File: config.mk
export PLATFORM = sky130hd
export DESIGN_NAME = uart_rx_ctrl
export DESIGN_NICKNAME = d
export VERILOG_FILES = /design/src/rtl/uart_rx_ctrl.sv
export SDC_FILE = /design/constraint.sdc
export NUM_CORES = 1
export LEC_CHECK = 0
export ABC_AREA = 0
export CORE_MARGIN = 2
export CORE_UTILIZATION = 30
export CTS_BUF_LIST = sky130_fd_sc_hd__clkbuf_8
export CTS_CLUSTER_DIAMETER = 60
export CTS_CLUSTER_SIZE = 25
export DETAILED_ROUTE_END_ITERATION = 6
export HOLD_SLACK_MARGIN = 0.12
export MAX_ROUTING_LAYER = met4
export PLACE_DENSITY = 0.49
export SYNTH_ARGS = -nofsm -noshare
export SYNTH_HDL_FRONTEND = slang
export SYNTH_SLANG_ARGS = --single-unit
File: constraint.sdc
create_clock -name CLK -period 2.08 [get_ports CLK]
set_clock_uncertainty 0.05 [all_clocks]
set_input_delay 0.416 -clock CLK [delete_from_list [all_inputs] [get_ports CLK]]
set_output_delay 0.416 -clock CLK [all_outputs]
set_load 0.02 [all_outputs]
File: src/rtl/uart_rx_ctrl.sv
// 8N1 UART receiver: 2-FF input synchronizer, mid-bit sampling FSM, and a one-entry
// holding register with VALID/READ handshake plus framing-error and overrun pulses.
module uart_rx_ctrl #(
  parameter int unsigned BIT_TMR_MAX = 10416,
  parameter int unsigned TMR_WIDTH   = 14
) (
  input  logic       CLK,
  input  logic       RST,
  input  logic       UART_RX,
  input  logic       READ,
  output logic [7:0] DATA,
  output logic       VALID,
  output logic       FRAME_ERR,
  output logic       OVERRUN,
  output logic       BUSY
);

  localparam logic [TMR_WIDTH-1:0] TMR_HALF = TMR_WIDTH'(BIT_TMR_MAX / 2 - 1);
  localparam logic [TMR_WIDTH-1:0] TMR_FULL = TMR_WIDTH'(BIT_TMR_MAX - 1);
  localparam logic [TMR_WIDTH-1:0] TMR_ONE  = TMR_WIDTH'(1);

  typedef enum logic [2:0] {
    S_IDLE      = 3'd0,
    S_START     = 3'd1,
    S_DATA      = 3'd2,
    S_STOP      = 3'd3,
    S_WAIT_HIGH = 3'd4
  } state_e;

  logic                 rx_meta_q, rx_s_q;
  state_e               state_q, state_d;
  logic [TMR_WIDTH-1:0] tmr_q, tmr_d;
  logic [2:0]           bit_q, bit_d;
  logic [7:0]           shreg_q, shreg_d;
  logic [7:0]           data_q, data_d;
  logic                 valid_q, valid_d;
  logic                 ferr_q, ferr_d;
  logic                 ovr_q, ovr_d;
  logic                 busy_q;
  logic                 deliver;

  // Both sync stages reset high so a reset never looks like a start bit.
  always_ff @(posedge CLK) begin
    if (RST) begin
      rx_meta_q <= 1'b1;
      rx_s_q    <= 1'b1;
    end else begin
      rx_meta_q <= UART_RX;
      rx_s_q    <= rx_meta_q;
    end
  end

  always_ff @(posedge CLK) begin
    if (RST) begin
      state_q <= S_IDLE;
      tmr_q   <= '0;
      bit_q   <= '0;
      shreg_q <= '0;
      data_q  <= '0;
      valid_q <= 1'b0;
      ferr_q  <= 1'b0;
      ovr_q   <= 1'b0;
      busy_q  <= 1'b0;
    end else begin
      state_q <= state_d;
      tmr_q   <= tmr_d;
      bit_q   <= bit_d;
      shreg_q <= shreg_d;
      data_q  <= data_d;
      valid_q <= valid_d;
      ferr_q  <= ferr_d;
      ovr_q   <= ovr_d;
      busy_q  <= (state_d != S_IDLE);
    end
  end

  always_comb begin
    state_d = state_q;
    tmr_d   = tmr_q + TMR_ONE;
    bit_d   = bit_q;
    shreg_d = shreg_q;
    ferr_d  = 1'b0;
    deliver = 1'b0;
    case (state_q)
      S_IDLE: begin
        if (!rx_s_q) begin
          state_d = S_START;
          tmr_d   = '0;
        end
      end
      S_START: begin
        // Half a bit in: a high line here was a glitch, not a start bit.
        if (tmr_q == TMR_HALF) begin
          tmr_d = '0;
          if (rx_s_q) begin
            state_d = S_IDLE;
          end else begin
            state_d = S_DATA;
            bit_d   = '0;
          end
        end
      end
      S_DATA: begin
        if (tmr_q == TMR_FULL) begin
          tmr_d          = '0;
          shreg_d[bit_q] = rx_s_q;
          if (bit_q == 3'd7) begin
            state_d = S_STOP;
          end else begin
            bit_d = bit_q + 3'd1;
          end
        end
      end
      S_STOP: begin
        if (tmr_q == TMR_FULL) begin
          tmr_d = '0;
          if (rx_s_q) begin
            deliver = 1'b1;
            state_d = S_IDLE;
          end else begin
            ferr_d  = 1'b1;
            state_d = S_WAIT_HIGH;
          end
        end
      end
      S_WAIT_HIGH: begin
        // Hold off until the line idles so a break is not seen as repeated 0x00.
        if (rx_s_q) begin
          state_d = S_IDLE;
          tmr_d   = '0;
        end
      end
      default: begin
        state_d = S_IDLE;
        tmr_d   = '0;
      end
    endcase
  end

  always_comb begin
    data_d  = data_q;
    valid_d = valid_q;
    ovr_d   = 1'b0;
    if (deliver) begin
      data_d  = shreg_q;
      valid_d = 1'b1;
      ovr_d   = valid_q && !READ;
    end else if (READ) begin
      valid_d = 1'b0;
    end
  end

  assign DATA      = data_q;
  assign VALID     = valid_q;
  assign FRAME_ERR = ferr_q;
  assign OVERRUN   = ovr_q;
  assign BUSY      = busy_q;

endmodule

After elaboration in Yosys (flattened, before gate mapping)
Cells that the tools add are included.
- output and inout port bits: 12
- flip-flop bits (word level): 42
- word-level logic and storage cells: 69
- input port bits: 4
- order comparisons: 2
- muxes and demuxes: 28
- reduce and logical (&&, ||, !) cells: 12
- add/subtract/negate cells: 2
- bitwise gates (word level): 3
- eq/ne operators: 11
- operator list (kind ; number):
    $mux W14 ; 4
    $pmux W14 S4 ; 1
    $mux W3 ; 11
    $pmux W3 S5 ; 1
    $add A14 B1 Y14 const B ; 1
    $eq A14 B13 Y1 const B ; 1
    $eq A14 B14 Y1 const B ; 1
    $bwmux W8 ; 1
    $ne A2 B2 Y1 const B ; 4
    $mux W1 ; 7
    $eq A3 B2 Y1 const B ; 2
    $eq A3 B3 Y1 const B ; 2
    $pmux W3 S2 ; 1
    $reduce_and A5 Y1 ; 1
    $lt A3 B4 Y1 const B ; 1
    $reduce_bool A2 Y1 ; 2
    $reduce_or A2 Y1 ; 2
    $add A3 B1 Y3 const B ; 1
    $demux W1 S3 ; 1
    $eq A3 B1 Y1 const B ; 1
    $ge A3 B1 Y1 const B ; 1
    $logic_not A3 Y1 ; 1
    $not A1 Y1 ; 3
    $reduce_bool A3 Y1 ; 1
    5 further kinds ; 6

Longest topological paths before layout
Gate-level depths: netlist of run 1.
- depth in word-level cells: 5
- depth in mapped cells: 8
- depth with buffers taken out: 6

Worst setup path after synthesis of run 1
OpenSTA, ideal clock, no wires.
- path type: flip-flop to flip-flop
- start point: register tmr_q[0]
- end point: register state_q[0]
- path buffers: 1
- slack: 171 ps
- arrival time: 1738 ps
- required time: 1908 ps
- clock period less this slack: 1909 ps
- setup time: 122 ps
- stages on the path, launching flop included: 8
- path through: dfxtp_1 > ha_1 > nor3b_4 > and4_1 > buf_6 > mux2_2 > a221oi_1 > nor2_1
- cells in the longest elaborated chain, start to end: 3
- elaborated cells between the ends (all ways): 6
- classes of those cells: eq/ne: 2; mux: 4
- ends and longest elaborated chain (what ; RTL line ; text):
    from (decl) ; 32 ; logic [TMR_WIDTH-1:0] tmr_q, tmr_d;
    from (signal assigned) ; 66 ; tmr_q <= tmr_d;
    $eq A14 B14 Y1 or $eq A14 B13 Y1 (tied branches) ; 104, 115, 93 ;
    $mux W3, on equally long branches ; 115, 104, 93 ;
    $pmux W3 S5 * ; 84 ; case (state_q)
    to (signal assigned) ; 65 ; state_q <= state_d;
    to (decl) ; 31 ; state_e state_q, state_d;
Mark *: on every way between the ends. The rest lies on a longest branch, timed or not.
A chain may end at the register's enable or synchronous reset.

Final worst setup path of run 1
- start point: register tmr_q[1]
- end point: register state_q[0]
The elaborated chain is that of the path after synthesis.

==> reports/results.md, run 1 <==
### Yosys
* 211 — Synthesized Nets
* 9.41 sq um — Avg Synthesized Cell Area
* 204 — count of mapped cells out of synthesis
* 0 — Synth warnings
* 0.438 — share of the yosys chip area belonging to registers
* 0 — number of flops mapped to enable cells by yosys
* 1920 sq um — area of the mapped netlist
* 42 — #FFs+latches synth
* 44 — Netlist cell types
* dfxtp_1 — leading register cell type out of synthesis
* 0 — share of synthesized registers carrying an async set or reset

### Detailed routing
* 3.59 mm — aggregate routed wire length
* 1411 — total via count after detailed routing
* 4.67 — average via count per standard cell
* 64 — DR iter-0 viols
* 0 — Remaining DRCs
* 4 — count of TritonRoute iterations in the first routing pass
* 11.9 um — drt wl/cell
* 0 — post-route antenna net violation count

### Cells and area
* dfxtp_1 (42), nor2_1 (41), mux2i_1 (16) — most frequent cells in the layout
* 641 — filler instances
* 17.0% — synthesis-to-layout area growth
* 2250 sq um — final design instance area without fill
* 0 — antenna diode count
* 0.124 — fraction of final layout cells sized beyond drive strength 1
* 232 — number of nets at the end of the flow
* dfxtp_1 — commonest non-fill, non-tap cell in the layout

### CTS
* 80 ps — clock-pin transition on the worst setup and hold timing paths
* 0 — Hold Buf Count CTS
* 5 — clock buffers created by TritonCTS
* 42 — # clock sinks
* clkbuf_8 — root buffer cell
* 2 — maximum buffer depth of the clock tree
* 290 ps — clock insertion delay at the later pin of the skew report
* yes — CTS tree
* 2 — htree depth

### Worst setup path
* flip-flop — kind of launch point of the worst setup path
* flip-flop — CP endpoint kind
* 2210 ps — data required time of the critical path
* flip-flop to flip-flop — kind of critical path
* 2050 ps — data arrival time at the worst-slack endpoint
* 5 — highest fanout seen on the critical path

### Pwr
* 0.337 mV — Worst IR Drop VDD
* 610 nW/um^2 — power density over the cells
* 0.865 nW — Leakage Power

### Global routing
* 0 — total congestion overflow after global routing
* 0 — antenna violations before repair
* 6.51 mm — first-pass GRT wire length
* 25 — pin count of the biggest net entering global routing
* 1383 — number of global-route vias before repair
* 0.117 — Global Route Usage Sum

### Floorplan
* 84.0 um — die height
* 16 — number of ports placed on the die boundary
* 29 — Core Rows
* 84.0 um — Die Wd
* 7060 sq um — Die ar.
* 6280 sq um — Floorplan Core Area
* 0.306 — Starting Density

### STA
* 0 — final setup vio count
* 0 ps — post-route setup TNS
* 520 MHz — Max Clk Rate
* 1920 ps — shortest period the worst path allows
* 0 — final count of hold timing violations
* 0 — number of pins exceeding their max-slew limit in the final report
* 347 ps — worst-margin pin slew
* false — unrepaired setup endpoints after global routing
* 0.768 — relative slew slack
* 0.925 — period utilization

### Run status
* finished clean — status

### Placement
* 2160 sq um — post-placement cell area
* 15 — port bufs
* 0.751 — gpl congestion
* 2.51 mm — placed wire-length estimate

### Flow run
* 0 — count of maximum capacitance violations

### Worst hold path
* flip-flop to flip-flop — class of the most critical hold timing path

timing repair:
| action | in CTS | in global routing |
|---|---|---|
| buffers inserted | 0 | 0 |
| endpoints found under the setup margin | 0 | 10 |
| resized for setup | 0 | 3 |
final timing paths:
check | slack, ps | end | cells after the start | startpoint
setup / recovery | 160 | state_q[0] | 6 | tmr_q[1]
hold / removal | 370 | rx_s_q | 1 | rx_meta_q
setup reg to reg | 160 | state_q[0] | 6 | tmr_q[1]
hold reg to reg | 370 | rx_s_q | 1 | rx_meta_q
through the flow:
stage | power (mW) | worst slack [ps] | utilization | hold WS (ps) | cells
4_1_cts | 1.39 | 30.5 | 0.357 | 364 | 302
5_1_grt | 1.44 | 8.72 | 0.358 | 409 | 302
3_5_place_dp | 0.912 | 47.9 | 0.345 | 343 | 295
6_report | 1.37 | 156 | 0.358 | 365 | 302
2_1_floorplan | 0.886 | 171 | - | 339 | 204
3_3_place_gp | 0.913 | 102 | 0.345 | 363 | 295
metal layers:
metal / global-route usage / share of wire / routed length (um) / up-vias
met3: 0.0317 / 0.040 / 144 / 7
li1: - / - / - / 746
met4: 0.0484 / 0.019 / 69 / 0
met1: 0.160 / 0.53 / 1910 / 635
met2: 0.163 / 0.41 / 1470 / 23
met5: - / 0 / 0 / -
cells by family after synthesis:
kind of cell	after synthesis	share of synthesized area
multiplexers	17	0.0892
AO/OA/AOI/OAI	17	0.0625
XOR/XNOR	13	0.0593
AND/OR/NAND/NOR	98	0.289
buffers and inverters	14	0.0423
adder cells (fa/ha/maj)	3	0.0195
flip-flops	42	0.438
where the power goes:
group	internal, mW	switching, mW	total (mW)
Clock	0.221	0.258	0.480
Combinational	0.0331	0.0367	0.0698
Sequential	0.813	0.00945	0.822
synth_stat cells (2+ instances only):
| master | number | area, sq um |
|---|---|---|
| a21oi_1 | 4 | 20.0 |
| clkbuf_1 | 3 | 11.3 |
| nand2b_1 | 2 | 12.5 |
| xnor2_1 | 3 | 26.3 |
| nor3b_4 | 2 | 37.5 |
| ha_1 | 3 | 37.5 |
| nor4_1 | 2 | 12.5 |
| xor2_1 | 10 | 87.6 |
| and3_1 | 3 | 18.8 |
| and4bb_2 | 2 | 25.0 |
| mux2i_1 | 16 | 160 |
| nand4_1 | 10 | 62.6 |
| o31ai_1 | 2 | 15.0 |
| and4bb_1 | 2 | 25.0 |
| buf_4 | 2 | 15.0 |
| nor2_1 | 41 | 154 |
| and4_2 | 2 | 20.0 |
| and4_1 | 2 | 17.5 |
| buf_6 | 2 | 22.5 |
| nand3_1 | 4 | 20.0 |
| nand3b_1 | 2 | 15.0 |
| inv_1 | 5 | 18.8 |
| or2_2 | 3 | 18.8 |
| dfxtp_1 | 42 | 841 |
| and3_2 | 2 | 15.0 |
| nor2b_1 | 4 | 25.0 |
| nand2_1 | 9 | 33.8 |
| a21o_1 | 2 | 15.0 |
| o21ai_0 | 3 | 15.0 |
cell type report:
type | count | area (sq um) | area share
tap | 77 | 96.3 | 0.0429
sequential | 42 | 841 | 0.374
multi-input combinational | 148 | 1000 | 0.447
clock buffer | 5 | 68.8 | 0.0306
clock inverter | 2 | 7.51 | 0.00334
inverter | 5 | 18.8 | 0.00835
timing repair buffer | 23 | 210 | 0.0935
worst max-delay path, cell delays in order (launching register included):
cell and delay, ps:
dfxtp_1 380, ha_1 190, nor3b_4 240, and4_4 300
mux2_2 350, a221oi_1 250, nor2_1 60
registers in the layout, indices dropped and copies added, names as in the netlist:
name       flops
BUSY           1
DATA           8
FRAME_ERR      1
OVERRUN        1
VALID          1
bit_q          3
rx_meta_q      1
rx_s_q         1
shreg_q        8
state_q        3
tmr_q         14
(Power assumes the default switching activity.)
==> inputs of run 2 (changes only) <==
--- a/config.mk
+++ b/config.mk
@@ -13,7 +13,6 @@
 export CTS_CLUSTER_SIZE = 25
 export DETAILED_ROUTE_END_ITERATION = 6
 export HOLD_SLACK_MARGIN = 0.12
-export MAX_ROUTING_LAYER = met4
 export PLACE_DENSITY = 0.49
 export SYNTH_ARGS = -nofsm -noshare
 export SYNTH_HDL_FRONTEND = slang
==> reports/results.md, run 2 (same netlist as run 1, synthesis figures left out) <==
### Run status
* finished clean — status

### STA
* 0.768 — relative slew slack, unchanged
* 0.925 — period utilization, unchanged
* false — unrepaired setup endpoints after global routing
* 365 ps — Hold Slack, unchanged
* 0 ps — post-route setup TNS, unchanged
* 520 MHz — Max Clk Rate, unchanged
* 0 — final setup vio count, unchanged
* 347 ps — worst-margin pin slew, +0.000477 ps
* 0 — number of pins exceeding their max-slew limit in the final report, unchanged
* 1920 ps — shortest period the worst path allows, unchanged
* 156 ps — PnR worst setup slack, unchanged
* 0 — final count of hold timing violations, unchanged

### Flow run
* 0 — count of maximum capacitance violations, unchanged

### Worst setup path
* simple AND/OR/NAND/NOR gates — kind of cell with the highest combined delay on the critical path
* flip-flop — CP endpoint kind
* flip-flop to flip-flop — kind of critical path
* 380 ps — largest stage delay on the critical path, about the same
* flip-flop — kind of launch point of the worst setup path
* 2210 ps — data required time of the critical path, about the same
* ha_1, nor3b_4, and4_4, mux2_2, a221oi_1, nor2_1 — critical path, cell by cell
* 5 — highest fanout seen on the critical path, unchanged
* dfxtp_1 — cell type of the slowest stage on the worst timing path
* 2060 ps — data arrival time at the worst-slack endpoint, about the same
* 0 — sum of buffers and inverters on the critical path, unchanged

### Pwr
* 305 uW — reported net switching power, about the same
* 0.350 — part of the total power dissipated in the clock network, about the same
* 0.222 — switching share of power, about the same
* 1.07 mW — cell-internal power, about the same
* 0.051 — combinational fraction of design power, about the same
* 611 nW/um^2 — power density over the cells, about the same
* 0.865 nW — Leakage Power, unchanged
* 0.599 — Seq pwr share, about the same
* 0.337 mV — Worst IR Drop VDD, about the same

### Detailed routing
* 0 — post-route antenna net violation count, unchanged
* 3.60 mm — aggregate routed wire length, about the same
* 4.67 — average via count per standard cell, unchanged
* 4 — count of TritonRoute iterations in the first routing pass, unchanged
* 0 — Remaining DRCs, unchanged
* 1411 — total via count after detailed routing, unchanged
* 11.9 um — drt wl/cell, about the same
* 70 — DR iter-0 viols, +9.4%

### Floorplan
* 7060 sq um — Die ar., unchanged
* 84.0 um — Die Wd, unchanged
* 29 — Core Rows, unchanged
* 84.0 um — die height, unchanged
* 6280 sq um — Floorplan Core Area, unchanged
* 16 — number of ports placed on the die boundary, unchanged
* 0.306 — Starting Density, unchanged

### Cells and area
* 641 — filler instances, unchanged
* 17.0% — synthesis-to-layout area growth, unchanged
* 0.358 — fraction of the core area covered by cells at the end of the flow, unchanged
* tmr_q — Top reg by flops
* 2250 sq um — final design instance area without fill, unchanged
* 0 — antenna diode count, unchanged
* 232 — number of nets at the end of the flow, unchanged
* 0.124 — fraction of final layout cells sized beyond drive strength 1, unchanged
* 1000 sq um — multi-input gate area in the final layout, unchanged
* dfxtp_1 — commonest non-fill, non-tap cell in the layout
* 14 — flip-flop count of the largest register, all copies and words added, unchanged
* 841 sq um — area occupied by registers, unchanged
* dfxtp_1 (42), nor2_1 (41), mux2i_1 (16) — most frequent cells in the layout

### Global routing
* 6.52 mm — first-pass GRT wire length, +0.22%
* 0 — total congestion overflow after global routing, unchanged
* 0 — antenna violations before repair, unchanged
* 1382 — number of global-route vias before repair, -0.072%
* 0.114 — Global Route Usage Sum, -0.00299
* 25 — pin count of the biggest net entering global routing, unchanged

### CTS
* clkbuf_8 — root buffer cell
* 2 — maximum buffer depth of the clock tree, unchanged
* 0 — Resized Gates After CTS, unchanged
* 0 — Hold Buf Count CTS, unchanged
* 42 — # clock sinks, unchanged
* 5 — clock buffers created by TritonCTS, unchanged
* yes — CTS tree
* 80 ps — clock-pin transition on the worst setup and hold timing paths, about the same
* 0 — count of buffers added by post-CTS timing repair for setup, unchanged
* 290 ps — clock insertion delay at the later pin of the skew report, about the same
* 2 — htree depth, unchanged

### Placement
* 2.51 mm — placed wire-length estimate, unchanged
* 15 — port bufs, unchanged
* 0.742 — gpl congestion, -1.2%
* 47.9 ps — Setup WS pre-CTS, unchanged
* 2160 sq um — post-placement cell area, unchanged

### Worst hold path
* flip-flop to flip-flop — class of the most critical hold timing path

run 2: power groups by stage:
stage	sequential, mW	clock [mW]	combinational (mW)
floorplan	0.839	0	0.0471
global placement	0.841	0	0.0717
detailed placement	0.841	0	0.0711
CTS	0.822	0.501	0.0712
global route	0.823	0.537	0.0797
finish	0.822	0.480	0.0698
run 2: final timing paths:
kind / startpoint / to / slack (ps) / cells past startpoint
max: tmr_q[1] / state_q[0] / 160 / 6
min: rx_meta_q / rx_s_q / 370 / 1
max reg2reg: tmr_q[1] / state_q[0] / 160 / 6
min reg2reg: rx_meta_q / rx_s_q / 370 / 1
run 2: final cells by class:
| cell class | instances | share of cell area |
|---|---|---|
| inverters | 5 | 0.00835 |
| clock buffers | 5 | 0.0306 |
| well taps | 77 | 0.0429 |
| multi-input cells | 148 | 0.447 |
| repair buffers | 23 | 0.0935 |
| clock inverters | 2 | 0.00334 |
| flip-flops and latches | 42 | 0.374 |
run 2: layer usage:
layer,vias to the layer above,routed length [um],GRT usage
met5,-,0,0
met2,23,1470,0.162
li1,746,-,-
met1,635,1910,0.161
met3,7,153,0.0326
met4,0,69,0.0484
run 2: per-stage QoR:
step                power [mW]  cells
floorplan                0.886    204
global placement         0.913    295
detailed placement       0.912    295
CTS                       1.39    302
global route              1.44    302
finish                    1.37    302
==> inputs of run 3 (changes only) <==
--- a/config.mk
+++ b/config.mk
@@ -7,13 +7,13 @@
 export LEC_CHECK = 0
 export ABC_AREA = 0
 export CORE_MARGIN = 2
-export CORE_UTILIZATION = 30
+export CORE_UTILIZATION = 29
 export CTS_BUF_LIST = sky130_fd_sc_hd__clkbuf_8
 export CTS_CLUSTER_DIAMETER = 60
 export CTS_CLUSTER_SIZE = 25
 export DETAILED_ROUTE_END_ITERATION = 6
 export HOLD_SLACK_MARGIN = 0.12
-export PLACE_DENSITY = 0.49
+export PLACE_DENSITY = 0.48
 export SYNTH_ARGS = -nofsm -noshare
 export SYNTH_HDL_FRONTEND = slang
 export SYNTH_SLANG_ARGS = --single-unit
==> reports/results.md, run 3 (same netlist as run 1, synthesis figures left out) <==
### Run status
* finished clean — status

### Global routing
* 0 — total congestion overflow after global routing, unchanged
* 27 — pin count of the biggest net entering global routing, +8.0%
* 0.111 — Global Route Usage Sum, -0.00307
* 6.42 mm — first-pass GRT wire length, -1.6%
* 0 — antenna violations before repair, unchanged
* 1352 — number of global-route vias before repair, -2.2%

### Pwr
* 0.386 mV — Worst IR Drop VDD, +15%
* 1.45 mW — Total Power Consumption, +5.6%
* 0.876 nW — Leakage Power, +1.2%
* 634 nW/um^2 — power density over the cells, +3.8%

### Cells and area
* dfxtp_1 — commonest non-fill, non-tap cell in the layout
* tmr_q — Top reg by flops
* 14 — flip-flop count of the largest register, all copies and words added, unchanged
* dfxtp_1 (42), nor2_1 (41), mux2i_1 (16) — most frequent cells in the layout
* 19.0% — synthesis-to-layout area growth
* 0 — antenna diode count, unchanged
* 233 — number of nets at the end of the flow, +0.43%
* 0.141 — fraction of final layout cells sized beyond drive strength 1, +0.0165

### STA
* 0 — final setup vio count, unchanged
* 1900 ps — shortest period the worst path allows, -22.6 ps
* 536 ps — worst-margin pin slew, +189 ps
* 526 MHz — Max Clk Rate, +1.2%
* 0 ps — post-route setup TNS, unchanged
* false — unrepaired setup endpoints after global routing
* 179 ps — PnR worst setup slack, +22.6 ps
* 0.914 — period utilization, -0.0109
* 0 — final count of hold timing violations, unchanged
* 0 — number of pins exceeding their max-slew limit in the final report, unchanged
* 0.640 — relative slew slack, -0.129

### Floorplan
* 16 — number of ports placed on the die boundary, unchanged
* 7290 sq um — Die ar., +3.3%
* 29 — Core Rows, unchanged
* 0.301 — Starting Density, -0.00522
* 85.4 um — die height, +1.6%
* 85.4 um — Die Wd, +1.6%
* 6390 sq um — Floorplan Core Area, +1.7%

### CTS
* yes — CTS tree
* 90 ps — clock-pin transition on the worst setup and hold timing paths, about the same
* clkbuf_8 — root buffer cell
* 2 — htree depth, unchanged
* 0 — count of buffers added by post-CTS timing repair for setup, unchanged
* 290 ps — clock insertion delay at the later pin of the skew report, about the same
* 0 — Hold Buf Count CTS, unchanged
* 2 — maximum buffer depth of the clock tree, unchanged
* 42 — # clock sinks, unchanged
* 5 — clock buffers created by TritonCTS, unchanged

### Worst setup path
* flip-flop — kind of launch point of the worst setup path
* 2220 ps — data required time of the critical path, about the same
* flip-flop to flip-flop — kind of critical path
* flip-flop — CP endpoint kind
* dfxtp_1 — cell type of the slowest stage on the worst timing path
* 5 — highest fanout seen on the critical path, unchanged
* 370 ps — largest stage delay on the critical path, about the same
* ha_1, nor3b_4, and4_4, mux2_2, a221oi_1, nor2_1 — critical path, cell by cell
* 2040 ps — data arrival time at the worst-slack endpoint, -20 ps

### Detailed routing
* 4 — count of TritonRoute iterations in the first routing pass, unchanged
* 59 — DR iter-0 viols, -16%
* 3.72 mm — aggregate routed wire length, +3.5%
* 0 — Remaining DRCs, unchanged
* 1461 — total via count after detailed routing, +3.5%
* 12.2 um — drt wl/cell, +2.8%
* 0 — post-route antenna net violation count, unchanged
* 4.81 — average via count per standard cell, +2.9%

### Placement
* 2.65 mm — placed wire-length estimate, +5.7%
* 0.786 — gpl congestion, +6.0%
* 52.9 ps — Setup WS pre-CTS, +5.01 ps
* 15 — port bufs, unchanged

### Flow run
* 0 — count of maximum capacitance violations, unchanged

### Worst hold path
* flip-flop to flip-flop — class of the most critical hold timing path

==> run 3: changes by cell type in the layout (fill, tap and decap cells not counted) <==
| cell | change |
|---|---|
| inv_1 | -2 |
| clkinvlp_4 | +1 |
| clkbuf_8 | +1 |
| clkinv_2 | +1 |
| buf_12 | +1 |
==> run 3: routing by layer <==
metal / wire, um / up-vias / GRT usage
met2: 1510 / 25 / 0.152
met5: 0 / - / 0
met1: 2020 / 679 / 0.163
met3: 127 / 6 / 0.0321
li1: - / 751 / -
met4: 57 / 0 / 0.0433
==> run 3: final cells by class <==
class | instances | area (sq um)
sequential | 42 | 841
clock inverter | 2 | 12.5
multi-input combinational | 148 | 1000
clock buffer | 6 | 82.6
fill | 682 | 4100
inverter | 5 | 18.8
timing repair buffer | 24 | 230
tap | 77 | 96.3
==> run 3: final timing paths <==
kind / slack (ps) / to / startpoint / cells past startpoint
setup / recovery: 180 / state_q[0] / tmr_q[1] / 6
setup reg to reg: 180 / state_q[0] / tmr_q[1] / 6
hold / removal: 370 / rx_s_q / rx_meta_q / 1
hold reg to reg: 370 / rx_s_q / rx_meta_q / 1
==> run 3: timing repair <==
action	CTS	global route
endpoints found under the setup margin	0	10
resized for setup	0	3
hold endpoints to repair	0	0
==> run 3: per-stage QoR <==
| step | instance area [sq um] | hold slack, ps | cells | utilization |
|---|---|---|---|---|
| 4_1_cts | 2280 | 371 | 304 | 0.357 |
| 3_3_place_gp | 2180 | 344 | 296 | 0.342 |
| 6_report | 2290 | 367 | 304 | 0.358 |
| 3_5_place_dp | 2180 | 351 | 296 | 0.342 |
| 5_1_grt | 2290 | 392 | 304 | 0.358 |
| 2_1_floorplan | 1920 | 339 | 204 | - |
==> run 3: critical path: cells and delay by family, from the launching register on <==
kind            cells  cell delay [ps]
mux                 1              350
fa+ha+maj           1              190
compound gates      1              250
simple gates        3              580
flops               1              370
==> run 3: power by group <==
group          internal [mW]  leakage, nW  switching (mW)
sequential             0.813        0.339         0.00813
combinational         0.0354        0.489          0.0383
clock                  0.267       0.0472           0.287
total                   1.12        0.876           0.334
